`src/rtl/regf_arb_pkg.sv`:
```
// regf_arbiter shared types: FSM encoding, default sizes, requester ids.
// REGF_ARB_RR_EN selects round-robin arbitration (default: fixed priority).
package regf_arb_pkg;

   typedef enum logic [1:0] {
      IDLE    = 2'd0,
      ISSUE   = 2'd1,
      RD_WAIT = 2'd2
   } state_t;

   localparam int AW_DEF         = 4;
   localparam int DW_DEF         = 8;
   localparam int RD_TIMEOUT_DEF = 15;

   localparam logic ID_M0 = 1'b0;
   localparam logic ID_M1 = 1'b1;

endpackage

```
`src/rtl/regf_arbiter_rr_arb2.sv`:
```
// Two-way winner select for regf_arbiter.
// REGF_ARB_RR_EN: round-robin with last-grant pointer; else requester 0 wins.
module rr_arb2
   import regf_arb_pkg::*;
(
   output logic       win,
   input  logic [1:0] req
`ifdef REGF_ARB_RR_EN
   ,
   input  logic       CLK,
   input  logic       RST,
   input  logic       upd,
   input  logic       upd_id
`endif
);

`ifdef REGF_ARB_RR_EN
   logic last;

   // starts at requester 1 so requester 0 wins the first tie
   always_ff @(posedge CLK or negedge RST) begin
      if (!RST) begin
         last <= ID_M1;
      end else if (upd) begin
         last <= upd_id;
      end
   end

   always_comb begin
      win = ID_M0;
      if (req == 2'b11) begin
         win = ~last;
      end else if (req[1]) begin
         win = ID_M1;
      end
   end
`else
   always_comb begin
      win = req[0] ? ID_M0 : ID_M1;
   end
`endif

endmodule

```
`src/rtl/regf_arbiter.sv`:
```
// Serialises two requesters onto a single-port register file.
// REGF_ARB_RR_EN: round-robin on simultaneous requests (else m0 priority).
module regf_arbiter
   import regf_arb_pkg::*;
#(
   parameter int AW         = AW_DEF,
   parameter int DW         = DW_DEF,
   parameter int RD_TIMEOUT = RD_TIMEOUT_DEF
) (
   input  logic          CLK,
   input  logic          RST,
   input  logic          m0_req,
   input  logic          m0_we,
   input  logic [AW-1:0] m0_addr,
   input  logic [DW-1:0] m0_wdata,
   output logic          m0_gnt,
   output logic [DW-1:0] m0_rdata,
   output logic          m0_rvalid,
   output logic          m0_rerr,
   input  logic          m1_req,
   input  logic          m1_we,
   input  logic [AW-1:0] m1_addr,
   input  logic [DW-1:0] m1_wdata,
   output logic          m1_gnt,
   output logic [DW-1:0] m1_rdata,
   output logic          m1_rvalid,
   output logic          m1_rerr,
   output logic [AW-1:0] Address,
   output logic          WrEn,
   output logic          RdEn,
   output logic [DW-1:0] WrData,
   input  logic [DW-1:0] RdData,
   input  logic          RdData_Valid
);

   localparam int CW = $clog2(RD_TIMEOUT + 1);

   state_t        state, state_n;
   logic          lat_we, lat_we_n;
   logic          lat_id, lat_id_n;
   logic [CW-1:0] cnt, cnt_n, cnt_inc;
   logic [1:0]    gnt, gnt_n;
   logic [1:0]    rv, rv_n;
   logic [1:0]    re, re_n;
   logic          wr, wr_n;
   logic          rd, rd_n;
   logic [AW-1:0] adr, adr_n;
   logic [DW-1:0] wd, wd_n;
   logic [DW-1:0] rd0, rd0_n;
   logic [DW-1:0] rd1, rd1_n;
   logic [1:0]    req;
   logic          win;
   logic          sel_we;
   logic [AW-1:0] sel_addr;
   logic [DW-1:0] sel_wd;

   assign req      = {m1_req, m0_req};
   assign sel_we   = win ? m1_we    : m0_we;
   assign sel_addr = win ? m1_addr  : m0_addr;
   assign sel_wd   = win ? m1_wdata : m0_wdata;
   assign cnt_inc  = cnt + 1'b1;

   rr_arb2 u_arb (
      .win    (win),
      .req    (req)
`ifdef REGF_ARB_RR_EN
      ,
      .CLK    (CLK),
      .RST    (RST),
      .upd    (state == ISSUE),
      .upd_id (lat_id)
`endif
   );

   // all strobes are registered: values computed here appear next cycle
   always_comb begin
      state_n  = state;
      lat_we_n = lat_we;
      lat_id_n = lat_id;
      cnt_n    = cnt;
      gnt_n    = '0;
      rv_n     = '0;
      re_n     = '0;
      wr_n     = 1'b0;
      rd_n     = 1'b0;
      adr_n    = '0;
      wd_n     = '0;
      rd0_n    = rd0;
      rd1_n    = rd1;
      unique case (state)
         IDLE: begin
            if (|req) begin
               state_n     = ISSUE;
               lat_we_n    = sel_we;
               lat_id_n    = win;
               gnt_n[win]  = 1'b1;
               wr_n        = sel_we;
               rd_n        = ~sel_we;
               adr_n       = sel_addr;
               wd_n        = sel_we ? sel_wd : '0;
            end
         end
         ISSUE: begin
            state_n = lat_we ? IDLE : RD_WAIT;
            cnt_n   = '0;
         end
         RD_WAIT: begin
            if (RdData_Valid) begin
               state_n      = IDLE;
               rv_n[lat_id] = 1'b1;
               if (lat_id) rd1_n = RdData;
               else        rd0_n = RdData;
            end else if (cnt_inc == CW'(RD_TIMEOUT)) begin
               state_n      = IDLE;
               rv_n[lat_id] = 1'b1;
               re_n[lat_id] = 1'b1;
               if (lat_id) rd1_n = '0;
               else        rd0_n = '0;
            end else begin
               cnt_n = cnt_inc;
            end
         end
         default: state_n = IDLE;
      endcase
   end

   always_ff @(posedge CLK or negedge RST) begin
      if (!RST) begin
         state  <= IDLE;
         lat_we <= 1'b0;
         lat_id <= 1'b0;
         cnt    <= '0;
         gnt    <= '0;
         rv     <= '0;
         re     <= '0;
         wr     <= 1'b0;
         rd     <= 1'b0;
         adr    <= '0;
         wd     <= '0;
         rd0    <= '0;
         rd1    <= '0;
      end else begin
         state  <= state_n;
         lat_we <= lat_we_n;
         lat_id <= lat_id_n;
         cnt    <= cnt_n;
         gnt    <= gnt_n;
         rv     <= rv_n;
         re     <= re_n;
         wr     <= wr_n;
         rd     <= rd_n;
         adr    <= adr_n;
         wd     <= wd_n;
         rd0    <= rd0_n;
         rd1    <= rd1_n;
      end
   end

   assign m0_gnt    = gnt[0];
   assign m1_gnt    = gnt[1];
   assign m0_rvalid = rv[0];
   assign m1_rvalid = rv[1];
   assign m0_rerr   = re[0];
   assign m1_rerr   = re[1];
   assign m0_rdata  = rd0;
   assign m1_rdata  = rd1;
   assign WrEn      = wr;
   assign RdEn      = rd;
   assign Address   = adr;
   assign WrData    = wd;

endmodule

```
`config.mk`:
```
export PLATFORM = sky130hd
export DESIGN_NAME = regf_arbiter
export DESIGN_NICKNAME = d
export VERILOG_FILES = /design/src/rtl/regf_arb_pkg.sv /design/src/rtl/regf_arbiter_rr_arb2.sv /design/src/rtl/regf_arbiter.sv
export SDC_FILE = /design/constraint.sdc
export NUM_CORES = 1
export LEC_CHECK = 0
export ABC_CLOCK_PERIOD_IN_PS = 3080
export CAP_MARGIN = 15
export CORE_UTILIZATION = 60
export DETAILED_ROUTE_END_ITERATION = 10
export DONT_BUFFER_PORTS = 1
export PLACE_DENSITY = 0.82
export SLEW_MARGIN = 10
export SYNTH_ARGS = -nofsm -noshare
export SYNTH_HDL_FRONTEND = slang
export SYNTH_SLANG_ARGS = --single-unit
```
`constraint.sdc`:
```
create_clock -name CLK -period 3.08 [get_ports CLK]
set_clock_uncertainty 0.1 [all_clocks]
set_input_delay 0.462 -clock CLK [delete_from_list [all_inputs] [get_ports CLK]]
set_output_delay 0.462 -clock CLK [all_outputs]
set_load 0.05 [all_outputs]
```
==> impl_metrics.csv, run 1 <==
group,metric,value,unit
grt,grt_pass1_wl,5.94,mm
detailed_routing,drtIter0Drc,79,
grt,antenna_found_initial,0,
clocking,clk_pin_slew_worst_paths,0.13,ns
power,p_leak,1.07,nW
detailed_routing,ant_nets,0,
detailed_routing,first_pass_iters,4,
placement,dpl_cell_area,0.00205,sq mm
grt,track_usage,0.226,
sta,fin_tns_setup,0,ns
grt,grt_pass1_vias,1359,
synthesis,synth_area,0.00204,sq mm
synthesis,ys_ff_latch,44,
setup_path,endpoint_kind,"flop",
outcome,status,"finished, final reports clean",
final_layout,final_cell_area,0.00217,sq mm
final_layout,fin_nets,228,
synthesis,yosysWarnings,0,
die,core,0.00313,sq mm
placement,io_buffers,0,
die,ios,75,
detailed_routing,via_count,1405,
final_layout,drive_gt1_frac,0.149,
clocking,post_cts_buffers,0,
clocking,cts_tree,"yes",
synthesis,synth_ff_type,"dfrtp_1",
final_layout,syn2layout_area_growth,6.57,%
clocking,cts-htree-levels,2,
synthesis,synthesis.nets,224,
die,start_util,0.652,
synthesis,netlist_instances,183,
detailed_routing,routedWlPerCell,16.5,um
detailed_routing,wl,3.83,mm
die,num_rows,20,
clocking,cts_num_sinks,44,
clocking,clock_path_buffers,2,
power,pwr_density_cell,900,mW/mm^2
sta,final_hold_viol_count,0,
synthesis,synth_cell_types,41,
run,maxCapViolCount,0,
grt,grt_max_degree,45,
sta,rsz0062_at_grt,"false",
clocking,numCtsBuffers,5,
clocking,insertion_delay,0.35,ns
placement,gp_congestion,0.842,
setup_path,worstPathArrival,2.08,ns
grt,overflow,0,
sta,relSlewSlack,0.611,
min_path,hold_path.class,"input port to flop",
setup_path,critical_path_class,"flop to flop",
sta,tightest_slew,0.582,ns
power,max-vdd-ir-drop,0.000544,V
placement,dp_hpwl,2.72,mm
synthesis,synth_edf_count,0,
final_layout,antenna_cells,0,
sta,finalCritPeriodShare,0.635,
sta,max_freq,0.511,GHz
detailed_routing,vias_per_cell,6.06,
synthesis,seq_area_frac_synth,0.540,
setup_path,crit_path_max_fanout,17,
die,die_y,60.3,um
die,fp.dieW,60.3,um
final_layout,final_core_util,0.694,
synthesis,synthArstFlopShare,1.00,
detailed_routing,drc,0,
sta,setup_viol,0,
setup_path,worstPathRequired,3.21,ns
sta,drv_slew,0,
clocking,cts_root_buf,"clkbuf_4",
synthesis,avgSynthCellArea,11.1,sq um
die,die-area,0.00363,sq mm
setup_path,critPathLaunchType,"flop",
sta,fin_crit,1.96,ns
==> logic make-up after synthesis <==
kind of cell / count (synthesis) / share of synthesized area
compound gates: 56 / 0.218
simple gates: 45 / 0.128
flops: 44 / 0.540
buf+inv: 28 / 0.0626
mux: 8 / 0.0393
fa+ha+maj: 2 / 0.0123
==> cells in the final DEF, fill, tap and decap left out, types with 2 or more instances in the layout <==
cell      count
o21ai_2      10
and4_1        2
a22oi_1      16
dfrtp_1      44
o21ai_0       3
o21a_1        2
a21oi_1       2
ha_1          2
nand2_1       7
o21ai_1       6
nand2b_1      3
a22o_1        4
inv_1        23
nor2b_1       3
nor2_1       18
o211ai_1      5
clkbuf_4      5
mux2i_1       8
==> stage by stage <==
stage                     std cells  worst slack (ns)  power [mW]  hold slack, ns
after global placement          222              1.22        1.54          0.0676
final                           232              1.12        1.96          0.0809
after floorplan                 183              1.35        1.49          0.0664
after detailed placement        222              1.14        1.57          0.0676
after CTS                       232              1.12        1.97          0.0680
after global routing            232             0.973        2.05          0.0708
==> synth_stat cells (3+ instances only) <==
library cell / count / area share
dfrtp_1: 44 / 0.54
nand2_1: 7 / 0.013
nor2_1: 18 / 0.033
inv_1: 23 / 0.042
o21ai_2: 10 / 0.043
o21ai_0: 3 / 0.0074
o21ai_1: 6 / 0.015
mux2i_1: 8 / 0.039
a22o_1: 4 / 0.017
nor2b_1: 3 / 0.0092
o211ai_1: 5 / 0.018
nand2b_1: 3 / 0.0092
a22oi_1: 16 / 0.059
==> final timing paths <==
kind                        start           to  slack, ns  depth (start not counted)
min reg2reg                lat_we     state[1]       0.39                          1
max                        cnt[0]     state[1]       1.12                          5
min in group asynchronous     RST  m1_rdata[5]       0.45                          2
max in group asynchronous     RST    WrData[6]       2.22                          2
min                        m0_req       gnt[1]       0.08                          1
max reg2reg                cnt[0]     state[1]       1.12                          5
==> routing by layer <==
metal	share of wire	GRT usage	up-vias
met3	0.092	0.0866	8
met4	0.014	0.0831	0
met1	0.39	0.258	674
met5	0	0	-
li1	-	-	648
met2	0.51	0.381	75
==> flip-flops by register name (all words and copies together) (netlist names) <==
signal	count
Address	4
lat_we	1
m0_rdata	8
rv	2
lat_id	1
RdEn	1
gnt	2
cnt	4
state	2
re	2
m1_rdata	8
WrData	8
WrEn	1
==> report_power, final <==
part	switching [mW]	internal, mW
clock network	0.184	0.195
logic	0.214	0.182
registers	0.483	0.699
total	0.880	1.07
==> layout make-up <==
| cell class | instances | area [sq um] |
|---|---|---|
| clock buffer | 6 | 51.3 |
| clock inverter | 2 | 38.8 |
| fill | 233 | 956 |
| inverter | 23 | 86.3 |
| multi-input combinational | 111 | 810 |
| sequential | 44 | 1100 |
| tap | 44 | 55.1 |
| timing repair buffer | 2 | 30.0 |
==> what timing repair did <==
action / CTS / global route
hold endpoints to repair: 44 / 0
hold buffers: 2 / 0
resized for setup: 0 / 0
==> critical path, stage by stage (launching register included) <==
cell and delay, ns:
dfrtp_1 0.46, ha_1 0.27, nor2b_1 0.21, a21oi_4 0.12
o21ai_4 0.48, o22ai_1 0.18
(Power assumes the default switching activity.)
==> run 2: changes to the inputs <==
Settings changed: ABC_CLOCK_PERIOD_IN_PS 3080 to 2000.
Clock period 3.08 ns to 2 ns, I/O delays scaled along.
==> run 2 against run 1 <==
Largest cell class unchanged. Combinational power grew 83%. Design area up 18%. Fmax rose by 5.5%. Via count is 16% higher. Critical path depth increased by 1. First-iteration DRC count increased by 35%. Utilization increased by 12 points. Clock power grew 51%. Largest power group unchanged. Wire length grew 36%.
==> impl_metrics.csv, run 2 (same netlist as run 1, synthesis figures left out) <==
group,metric,value,unit
die,num_rows,20,
sta,relSlewSlack,0.630,
sta,rsz0062_at_grt,"false",
run,maxCapViolCount,0,
die,fp.dieW,60.3,um
die,start_util,0.652,
sta,fin_crit,1.85,ns
power,internal_power,1.69,mW
placement,io_buffers,0,
setup_path,crit_path_max_fanout,17,
setup_path,path_cells,"ha_1, nand2b_1, o31a_4, o21ai_4, buf_12, o21ai_1",
sta,tightest_slew,0.552,ns
clocking,clock_path_buffers,2,
min_path,hold_path.class,"input port to flop",
die,core,0.00313,sq mm
power,pwr_density_cell,1230,mW/mm^2
setup_path,endpoint_kind,"flop",
clocking,cts_num_sinks,44,
final_layout,final_common_cell,"dfrtp_1",
detailed_routing,first_pass_iters,5,
outcome,status,"finished, final reports clean",
grt,grt_pass1_wl,7.51,mm
final_layout,fin_nets,265,
setup_path,reg2reg_slack,0.15,ns
detailed_routing,routedWlPerCell,19.3,um
detailed_routing,ant_nets,0,
detailed_routing,vias_per_cell,6.07,
sta,finalCritPeriodShare,0.927,
final_layout,final_cell_area,0.00255,sq mm
grt,track_usage,0.291,
sta,fin_tns_setup,0,ns
sta,max_freq,0.540,GHz
setup_path,worstPathRequired,2.15,ns
clocking,cts_tree,"yes",
power,p_clk_frac,0.183,
die,die-area,0.00363,sq mm
grt,antenna_found_initial,0,
clocking,clk_pin_slew_worst_paths,0.14,ns
clocking,cts_root_buf,"clkbuf_4",
sta,final_hold_viol_count,0,
grt,grt_pass1_vias,1649,
final_layout,fillers,171,
setup_path,crit_slowest_cell,"dfrtp_1",
setup_path,critical_path_class,"flop to flop",
power,p_switching,1.45,mW
power,p_leak,1.24,nW
final_layout,drive_gt1_frac,0.133,
detailed_routing,via_count,1634,
sta,drv_slew,0,
die,ios,75,
setup_path,critPathLaunchType,"flop",
detailed_routing,drc,0,
final_layout,syn2layout_area_growth,25.4,%
setup_path,worstPathArrival,2.01,ns
grt,grt_max_degree,45,
clocking,numCtsBuffers,5,
grt,overflow,0,
final_layout,final_cell_mix,"dfrtp_1 (44), dlygate4sd3_1 (35), inv_1 (23)",
clocking,cts-htree-levels,2,
clocking,insertion_delay,0.37,ns
placement,gp_congestion,0.827,
placement,dpl_cell_area,0.00206,sq mm
power,max-vdd-ir-drop,0.000711,V
power,p_comb_frac,0.231,
power,sw_frac_of_total,0.462,
setup_path,cpPeakStageDelay,0.47,ns
detailed_routing,drtIter0Drc,107,
placement,dp_hpwl,2.86,mm
sta,setup_viol,0,
detailed_routing,wl,5.20,mm
die,die_y,60.3,um
power,power_frac_seq,0.586,
final_layout,antenna_cells,0,
run 2: layer usage:
layer,track usage,routed length (um),up-vias
li1,-,-,724
met1,0.326,1920,808
met4,0.140,129,0
met3,0.106,378,15
met2,0.485,2780,87
met5,0,0,-
run 2: critical path: cells and delay by family, from the launching register on:
kind	cells	cell delay (ns)
adder cells (fa/ha/maj)	1	0.28
AND/OR/NAND/NOR	1	0.18
flip-flops	1	0.47
AO/OA/AOI/OAI	3	0.53
buffers and inverters	1	0.18
run 2: power groups by stage:
stage	sequential (mW)	clock (mW)	combinational (mW)
finish	1.84	0.572	0.723
global route	1.86	0.620	0.786
global placement	1.83	0	0.551
CTS	1.82	0.581	0.681
floorplan	1.75	0	0.550
detailed placement	1.84	0	0.590
run 2: worst paths after layout:
kind / startpoint / to / cells past startpoint
setup / recovery: cnt[0] / m0_rdata[1] / 6
hold reg to reg: lat_we / state[1] / 1
setup reg to reg: cnt[0] / m0_rdata[1] / 6
max in group asynchronous: RST / gnt[1] / 2
min in group asynchronous: RST / WrData[6] / 2
hold / removal: m0_req / WrData[6] / 2
run 2: layout make-up:
type                    count  area, sq um  area share
well taps                  44         55.1      0.0215
repair buffers             39          410       0.161
clock inverters             3         46.3      0.0181
clock buffers               5         37.5      0.0147
inverters                  23         86.3      0.0338
multi-input cells         111          818       0.320
flip-flops and latches     44         1100       0.431
run 2: stage by stage:
step | setup slack [ns] | cells | util | power (mW) | hold WS, ns
2_1_floorplan | 0.269 | 183 | - | 2.30 | -0.0956
3_3_place_gp | 0.130 | 223 | 0.658 | 2.38 | -0.0944
3_5_place_dp | 0.0217 | 223 | 0.658 | 2.43 | -0.0947
4_1_cts | 0.0128 | 266 | 0.800 | 3.09 | 0.00289
5_1_grt | 0.0927 | 269 | 0.817 | 3.27 | 0.0000833
6_report | 0.147 | 269 | 0.817 | 3.13 | 0.00481
run 2: repair_timing:
item                                   CTS  global route
hold buffers                            35             2
endpoints found under the hold margin   74             2
resized for setup                        0             2
setup endpoints to repair                0             7
buffers inserted                         0             1
